$ cat src/rtl/core_fetch_pkg.sv
// Shared types and constants for the fetch unit: queue entry layout and flush FSM states.
package core_fetch_pkg;

  localparam int FETCH_XLEN  = 32;
  localparam int INSTR_BYTES = 4;

  typedef struct packed {
    logic [FETCH_XLEN-1:0] pc;
    logic [31:0]           instr;
  } fetch_entry_t;

  typedef enum logic {
    FETCH = 1'b0,
    FLUSH = 1'b1
  } fetch_state_e;

endpackage

$ cat src/rtl/core_fetch_fifo.sv
// Synchronous FIFO with flush; flush beats push, and a push into a full FIFO succeeds when paired with a pop.
module core_fetch_fifo #(
  parameter int DEPTH = 4,
  parameter int WIDTH = 64
) (
  input  logic                       i_clk,
  input  logic                       i_rst,
  input  logic                       i_push,
  input  logic                       i_pop,
  input  logic                       i_flush,
  input  logic [WIDTH-1:0]           i_wdata,
  output logic [WIDTH-1:0]           o_rdata,
  output logic                       o_full,
  output logic                       o_empty,
  output logic [$clog2(DEPTH+1)-1:0] o_count
);

  localparam int AW = $clog2(DEPTH);
  localparam int CW = $clog2(DEPTH+1);

  logic [WIDTH-1:0] mem_q [DEPTH];
  logic [AW-1:0]    wr_ptr_q;
  logic [AW-1:0]    rd_ptr_q;
  logic [CW-1:0]    count_q;
  logic             do_push;
  logic             do_pop;

  assign o_empty = (count_q == '0);
  assign o_full  = (count_q == CW'(DEPTH));
  assign o_count = count_q;
  assign o_rdata = mem_q[rd_ptr_q];

  assign do_pop  = i_pop && !o_empty;
  assign do_push = i_push && (!o_full || do_pop);

  always_ff @(posedge i_clk) begin
    if (i_rst || i_flush) begin
      wr_ptr_q <= '0;
      rd_ptr_q <= '0;
      count_q  <= '0;
    end else begin
      if (do_push) wr_ptr_q <= wr_ptr_q + AW'(1);
      if (do_pop)  rd_ptr_q <= rd_ptr_q + AW'(1);
      count_q <= count_q + CW'(do_push) - CW'(do_pop);
    end
  end

  // Storage carries no reset; the empty flag masks stale contents.
  always_ff @(posedge i_clk) begin
    if (do_push && !i_flush) mem_q[wr_ptr_q] <= i_wdata;
  end

endmodule

$ cat src/rtl/core_fetch_unit.sv
// Instruction fetch stage: credit-limited request issue, in-order response capture into a
// fetch queue, and redirect handling that discards responses to stale requests.
module core_fetch_unit
  import core_fetch_pkg::*;
#(
  parameter int              XLEN            = 32,
  parameter logic [XLEN-1:0] RESET_PC        = 'h4000_0000,
  parameter int              FQ_DEPTH        = 4,
  parameter int              MAX_OUTSTANDING = 2
) (
  input  logic            i_clk,
  input  logic            i_rst,
  output logic            o_imem_req_valid,
  input  logic            i_imem_req_ready,
  output logic [XLEN-1:0] o_imem_req_addr,
  input  logic            i_imem_rsp_valid,
  input  logic [31:0]     i_imem_rsp_data,
  input  logic            i_redirect_valid,
  input  logic [XLEN-1:0] i_redirect_pc,
  output logic            o_id_valid,
  input  logic            i_id_ready,
  output logic [XLEN-1:0] o_id_pc,
  output logic [31:0]     o_id_instr,
  output logic            o_busy
);

  localparam int OW = $clog2(MAX_OUTSTANDING+1);
  localparam int CW = $clog2(FQ_DEPTH+1);
  localparam int EW = XLEN + 32;

  // Handshakes: a transfer happens on any cycle where valid && ready; valid never
  // depends on ready, and responses are accepted unconditionally when valid.

  fetch_state_e    state_q, state_d;
  logic [XLEN-1:0] fetch_pc_q, rsp_pc_q;
  logic [OW-1:0]   outstanding_q, outstanding_d;
  logic [OW-1:0]   kill_q, kill_d;

  logic            fq_push, fq_pop, fq_full, fq_empty;
  logic [CW-1:0]   fq_count;
  logic [EW-1:0]   fq_wdata, fq_rdata;
  logic [31:0]     occupancy;
  logic            credit_ok, req_fire, rsp_keep;
  logic [XLEN-1:0] redirect_aligned;

  // Every in-flight request already owns a queue slot, so responses can never overflow.
  assign occupancy = 32'(fq_count) + 32'(outstanding_q);
  assign credit_ok = (32'(outstanding_q) < 32'(MAX_OUTSTANDING)) &&
                     (occupancy < 32'(FQ_DEPTH));

  assign o_imem_req_valid = !i_rst && !i_redirect_valid && credit_ok;
  assign o_imem_req_addr  = fetch_pc_q;
  assign req_fire         = o_imem_req_valid && i_imem_req_ready;

  assign redirect_aligned = i_redirect_pc & ~XLEN'(3);
  assign rsp_keep         = i_imem_rsp_valid && (kill_q == '0) && !i_redirect_valid;

  assign o_id_valid = !fq_empty;
  assign fq_pop     = o_id_valid && i_id_ready && !i_redirect_valid;
  assign fq_push    = rsp_keep && (!fq_full || fq_pop);
  assign fq_wdata   = {rsp_pc_q, i_imem_rsp_data};
  assign o_id_pc    = fq_empty ? '0 : fq_rdata[EW-1:32];
  assign o_id_instr = fq_empty ? '0 : fq_rdata[31:0];
  assign o_busy     = (outstanding_q != '0) || (state_q == FLUSH);

  core_fetch_fifo #(
    .DEPTH (FQ_DEPTH),
    .WIDTH (EW)
  ) u_fifo (
    .i_clk   (i_clk),
    .i_rst   (i_rst),
    .i_push  (fq_push),
    .i_pop   (fq_pop),
    .i_flush (i_redirect_valid),
    .i_wdata (fq_wdata),
    .o_rdata (fq_rdata),
    .o_full  (fq_full),
    .o_empty (fq_empty),
    .o_count (fq_count)
  );

  always_comb begin
    outstanding_d = outstanding_q + OW'(req_fire) - OW'(i_imem_rsp_valid);
    kill_d        = kill_q;
    if (i_redirect_valid) begin
      // Everything still in flight now belongs to the abandoned path.
      kill_d = outstanding_q - OW'(i_imem_rsp_valid);
    end else if (i_imem_rsp_valid && (kill_q != '0)) begin
      kill_d = kill_q - OW'(1);
    end
  end

  always_comb begin
    state_d = state_q;
    case (state_q)
      FETCH:   if (i_redirect_valid && (outstanding_q != '0)) state_d = FLUSH;
      FLUSH:   if (kill_d == '0) state_d = FETCH;
      default: state_d = FETCH;
    endcase
  end

  always_ff @(posedge i_clk) begin
    if (i_rst) begin
      state_q       <= FETCH;
      fetch_pc_q    <= RESET_PC;
      rsp_pc_q      <= RESET_PC;
      outstanding_q <= '0;
      kill_q        <= '0;
    end else begin
      state_q       <= state_d;
      outstanding_q <= outstanding_d;
      kill_q        <= kill_d;
      if (i_redirect_valid) begin
        fetch_pc_q <= redirect_aligned;
        rsp_pc_q   <= redirect_aligned;
      end else begin
        if (req_fire) fetch_pc_q <= fetch_pc_q + XLEN'(INSTR_BYTES);
        if (rsp_keep) rsp_pc_q   <= rsp_pc_q + XLEN'(INSTR_BYTES);
      end
    end
  end

endmodule

$ cat config.mk
export PLATFORM = sky130hd
export DESIGN_NAME = core_fetch_unit
export DESIGN_NICKNAME = d
export VERILOG_FILES = /design/src/rtl/core_fetch_pkg.sv /design/src/rtl/core_fetch_fifo.sv /design/src/rtl/core_fetch_unit.sv
export SDC_FILE = /design/constraint.sdc
export NUM_CORES = 1
export LEC_CHECK = 0
export BUFFER_PORTS_ARGS = -buffer_cell sky130_fd_sc_hd__buf_2
export CORE_MARGIN = 1
export CORE_UTILIZATION = 46
export CTS_CLUSTER_SIZE = 14
export DETAILED_ROUTE_END_ITERATION = 8
export PLACE_DENSITY = 0.62
export SKIP_LAST_GASP = 1
export SLEW_MARGIN = 20
export SYNTH_ARGS = -nofsm -noshare
export SYNTH_HDL_FRONTEND = slang
export SYNTH_SLANG_ARGS = --single-unit
$ cat constraint.sdc
create_clock -name i_clk -period 4.81 [get_ports i_clk]
set_clock_uncertainty 0.1 [all_clocks]
set_input_delay 0.7215 -clock i_clk [delete_from_list [all_inputs] [get_ports i_clk]]
set_output_delay 0.7215 -clock i_clk [all_outputs]
set_load 0.02 [all_outputs]
==> results.toml <==
[layout]
drive_gt1_share_pct = 28.9
register_area_sq_mm = 0.00893
num-fill-cells = 2376
utilization_pct = 55.5
diodes = 0
final_nets = 1164
multi_input_area_sq_mm = 0.00432
areaGrowthSynthToFinish_pct = 18.1

[setup_path]
critPathLaunchType = "flip-flop"
path_max_fanout = 35
cp-end-kind = "primary output"
arrival_ps = 2610
crit_type = "flip-flop to primary output"
crit_required_ps = 3990

[cts]
clock_latency_ps = 500
numCtsBuffers = 36
path_clk_slew_ps = 60
cts.sinks = 322
htreeDepth = 2
cts_setup_buffers = 0
cts_resized = 0
cts_hold_buffers = 0
cts_tree = "yes"
clock_path_buffers = 3
root_buffer = "clkbuf_16"

[placed_design]
io_buffer_count = 162
hpwl_mm = 17.3
place_congestion = 0.845

[detailed_routing]
drtIter0Drc = 538
routed_wl_mm = 27.9
wire_per_inst_microns = 18.7
ant_nets = 0
drc = 0
firstDrtPassIters = 5
num_vias = 8134
vias_per_cell = 5.46

[floorplan]
initial_core_util_pct = 47.0
die_h_microns = 174
ios = 169
dieArea_sq_mm = 0.0303
rows = 62
die_x_microns = 174
coreArea_sq_mm = 0.0289

[global_route]
grt_use_total_pct = 18.6
grt_pass1_wl_mm = 44.3
grt_max_degree = 65
antenna_found_initial = 0
grt_pass1_vias = 7987
grt_overflow = 0

[power_and_ir_drop]
cellPowerDensity_mw_per_mm2 = 396
p_switching_w = 0.00137
peakVddDrop_mv = 0.191
sequentialPowerShare_pct = 49.7
swShare_pct = 21.6
p_leak_nw = 5.60
p_clk_share_pct = 43.7
comb_power_share_pct = 6.6
internal-power_w = 0.00499

[synth]
synth_async_sr_flop_share_pct = 0
syn_inst = 917
yosys_register_bits = 322
ys_warn_count = 0
synth_edf_count = 248
syn_area_sq_mm = 0.0136
synth_cell_types = 64
synth_seq_area_share_pct = 65.6
synthFlopType = "edfxtp_1"
synth_area_per_cell_sq_um = 14.8

[sta]
clock.fmax_ghz = 0.292
maxSlewHeadroom_pct = 37.8
final.setup.tns_ps = 0
hold_violations = 0
post-route-period-util_pct = 71.3
timing.hold.ws_ps = 344
rsz0062_at_grt = "false"
worstMarginPinSlew_ps = 933
period_needed_ps = 3430
setup_violations = 0
drv_slew = 0

[run]
drv_cap = 0

[run_status]
status = "finished, final reports clean"

[worst_hold_path]
hold_class = "input port to flip-flop"
-- critical path: stages, from the launching register on --
cell and delay (ps):
dfxtp_4 830, buf_12 340, mux4_2 520, nor2b_1 160, buf_2 210
-- cells in the final DEF, fill, tap and decap left out, types with 6 or more instances in the layout --
master,synthesis,final
edfxtp_1,248,248
buf_2,7,162
dfxtp_1,74,72
nor2b_1,64,64
mux4_2,62,62
nor2_1,51,51
nand2_1,50,50
clkbuf_16,0,39
inv_1,29,29
nand3_1,27,27
xnor2_1,26,26
a21oi_1,24,24
a31oi_1,20,20
xor2_1,15,15
a211oi_1,15,15
nor3_1,15,14
ha_1,13,13
nand4_1,11,11
o21ai_0,11,11
and4_1,8,8
buf_4,7,8
mux2i_1,7,7
nor4_1,7,7
or3_1,7,7
a21boi_0,6,6
and3_1,6,6
o211ai_1,6,6
clkbuf_1,33,6
buf_12,0,6
-- path summary, 6_finish.rpt --
path                         endpoint  slack, ps           startpoint  depth (start not counted)
setup / recovery        o_id_instr[4]       1380            flip-flop                          4
hold / removal    u_fifo.mem_q[1][12]        340  i_imem_rsp_data[12]                          1
setup reg to reg  o_imem_req_addr[22]       1810     outstanding_q[1]                          7
hold reg to reg               state_q        380              state_q                          1
-- logic make-up after synthesis --
group	after synthesis	share of synthesized area, %
other	1	0.0275
muxes	72	11.0
adders and majority gates	14	1.34
AOI/OAI and AO/OA	100	4.84
DFF	322	65.6
xor gates and xnor gates	41	2.64
and+or+nand+nor	283	11.7
buffers and inverters	84	2.79
-- registers in the layout (all words and copies together), names as in the netlist, named ones only --
register and count:
outstanding_q 2, state_q 1, o_imem_req_addr 30, u_fifo.rd_ptr_q 2
u_fifo.mem_q 248, u_fifo.o_count 3, kill_q 2, rsp_pc_q 30
u_fifo.wr_ptr_q 2
-- layer usage --
layer / vias up / track usage, % / part of all wire (%)
li1: 3824 / - / -
met1: 4001 / 27.1 / 46
met2: 273 / 29.0 / 46
met3: 36 / 3.78 / 6.3
met4: 0 / 3.91 / 1.3
met5: - / 0 / 0
-- Yosys cell counts, types with 8 or more instances --
library cell / n / share of area, %
nand4_1: 11 / 0.51
and4_1: 8 / 0.51
nand3_1: 27 / 0.99
clkbuf_1: 33 / 0.91
dfxtp_1: 74 / 11
o21ai_0: 11 / 0.40
ha_1: 13 / 1.2
edfxtp_1: 248 / 55
nand2_1: 50 / 1.4
a211oi_1: 15 / 0.83
and2_1: 9 / 0.41
nor2b_1: 64 / 2.9
a31oi_1: 20 / 0.92
nor3_1: 15 / 0.55
inv_1: 29 / 0.80
mux4_2: 62 / 10
nor2_1: 51 / 1.4
a21oi_1: 24 / 0.88
xor2_1: 15 / 0.97
xnor2_1: 26 / 1.7
-- cell type report --
| type | count | share of cell area (%) |
|---|---|---|
| clock buffer | 48 | 6.47 |
| inverter | 30 | 0.701 |
| timing repair buffer | 176 | 6.17 |
| clock inverter | 16 | 1.19 |
| tap | 384 | 2.99 |
| sequential | 322 | 55.6 |
| multi-input combinational | 514 | 26.9 |
-- power by group through the flow --
stage               clock network [W]  registers (W)  logic, W
finish                        0.00278        0.00316  0.000422
floorplan                           0        0.00321  0.000265
detailed placement                  0        0.00322  0.000426
global route                  0.00296        0.00317  0.000463
global placement                    0        0.00322  0.000421
CTS                           0.00285        0.00316  0.000428
-- stage by stage --
stage	setup slack (ps)	power [W]	std cells	instance area (sq um)
after global placement	1570	0.00364	1426	14800
after detailed placement	1570	0.00365	1426	14800
after floorplan	1360	0.00348	920	13600
after global routing	1190	0.00660	1490	16100
final	1380	0.00636	1490	16100
after CTS	1280	0.00644	1490	16100
(Power assumes the default switching activity.)
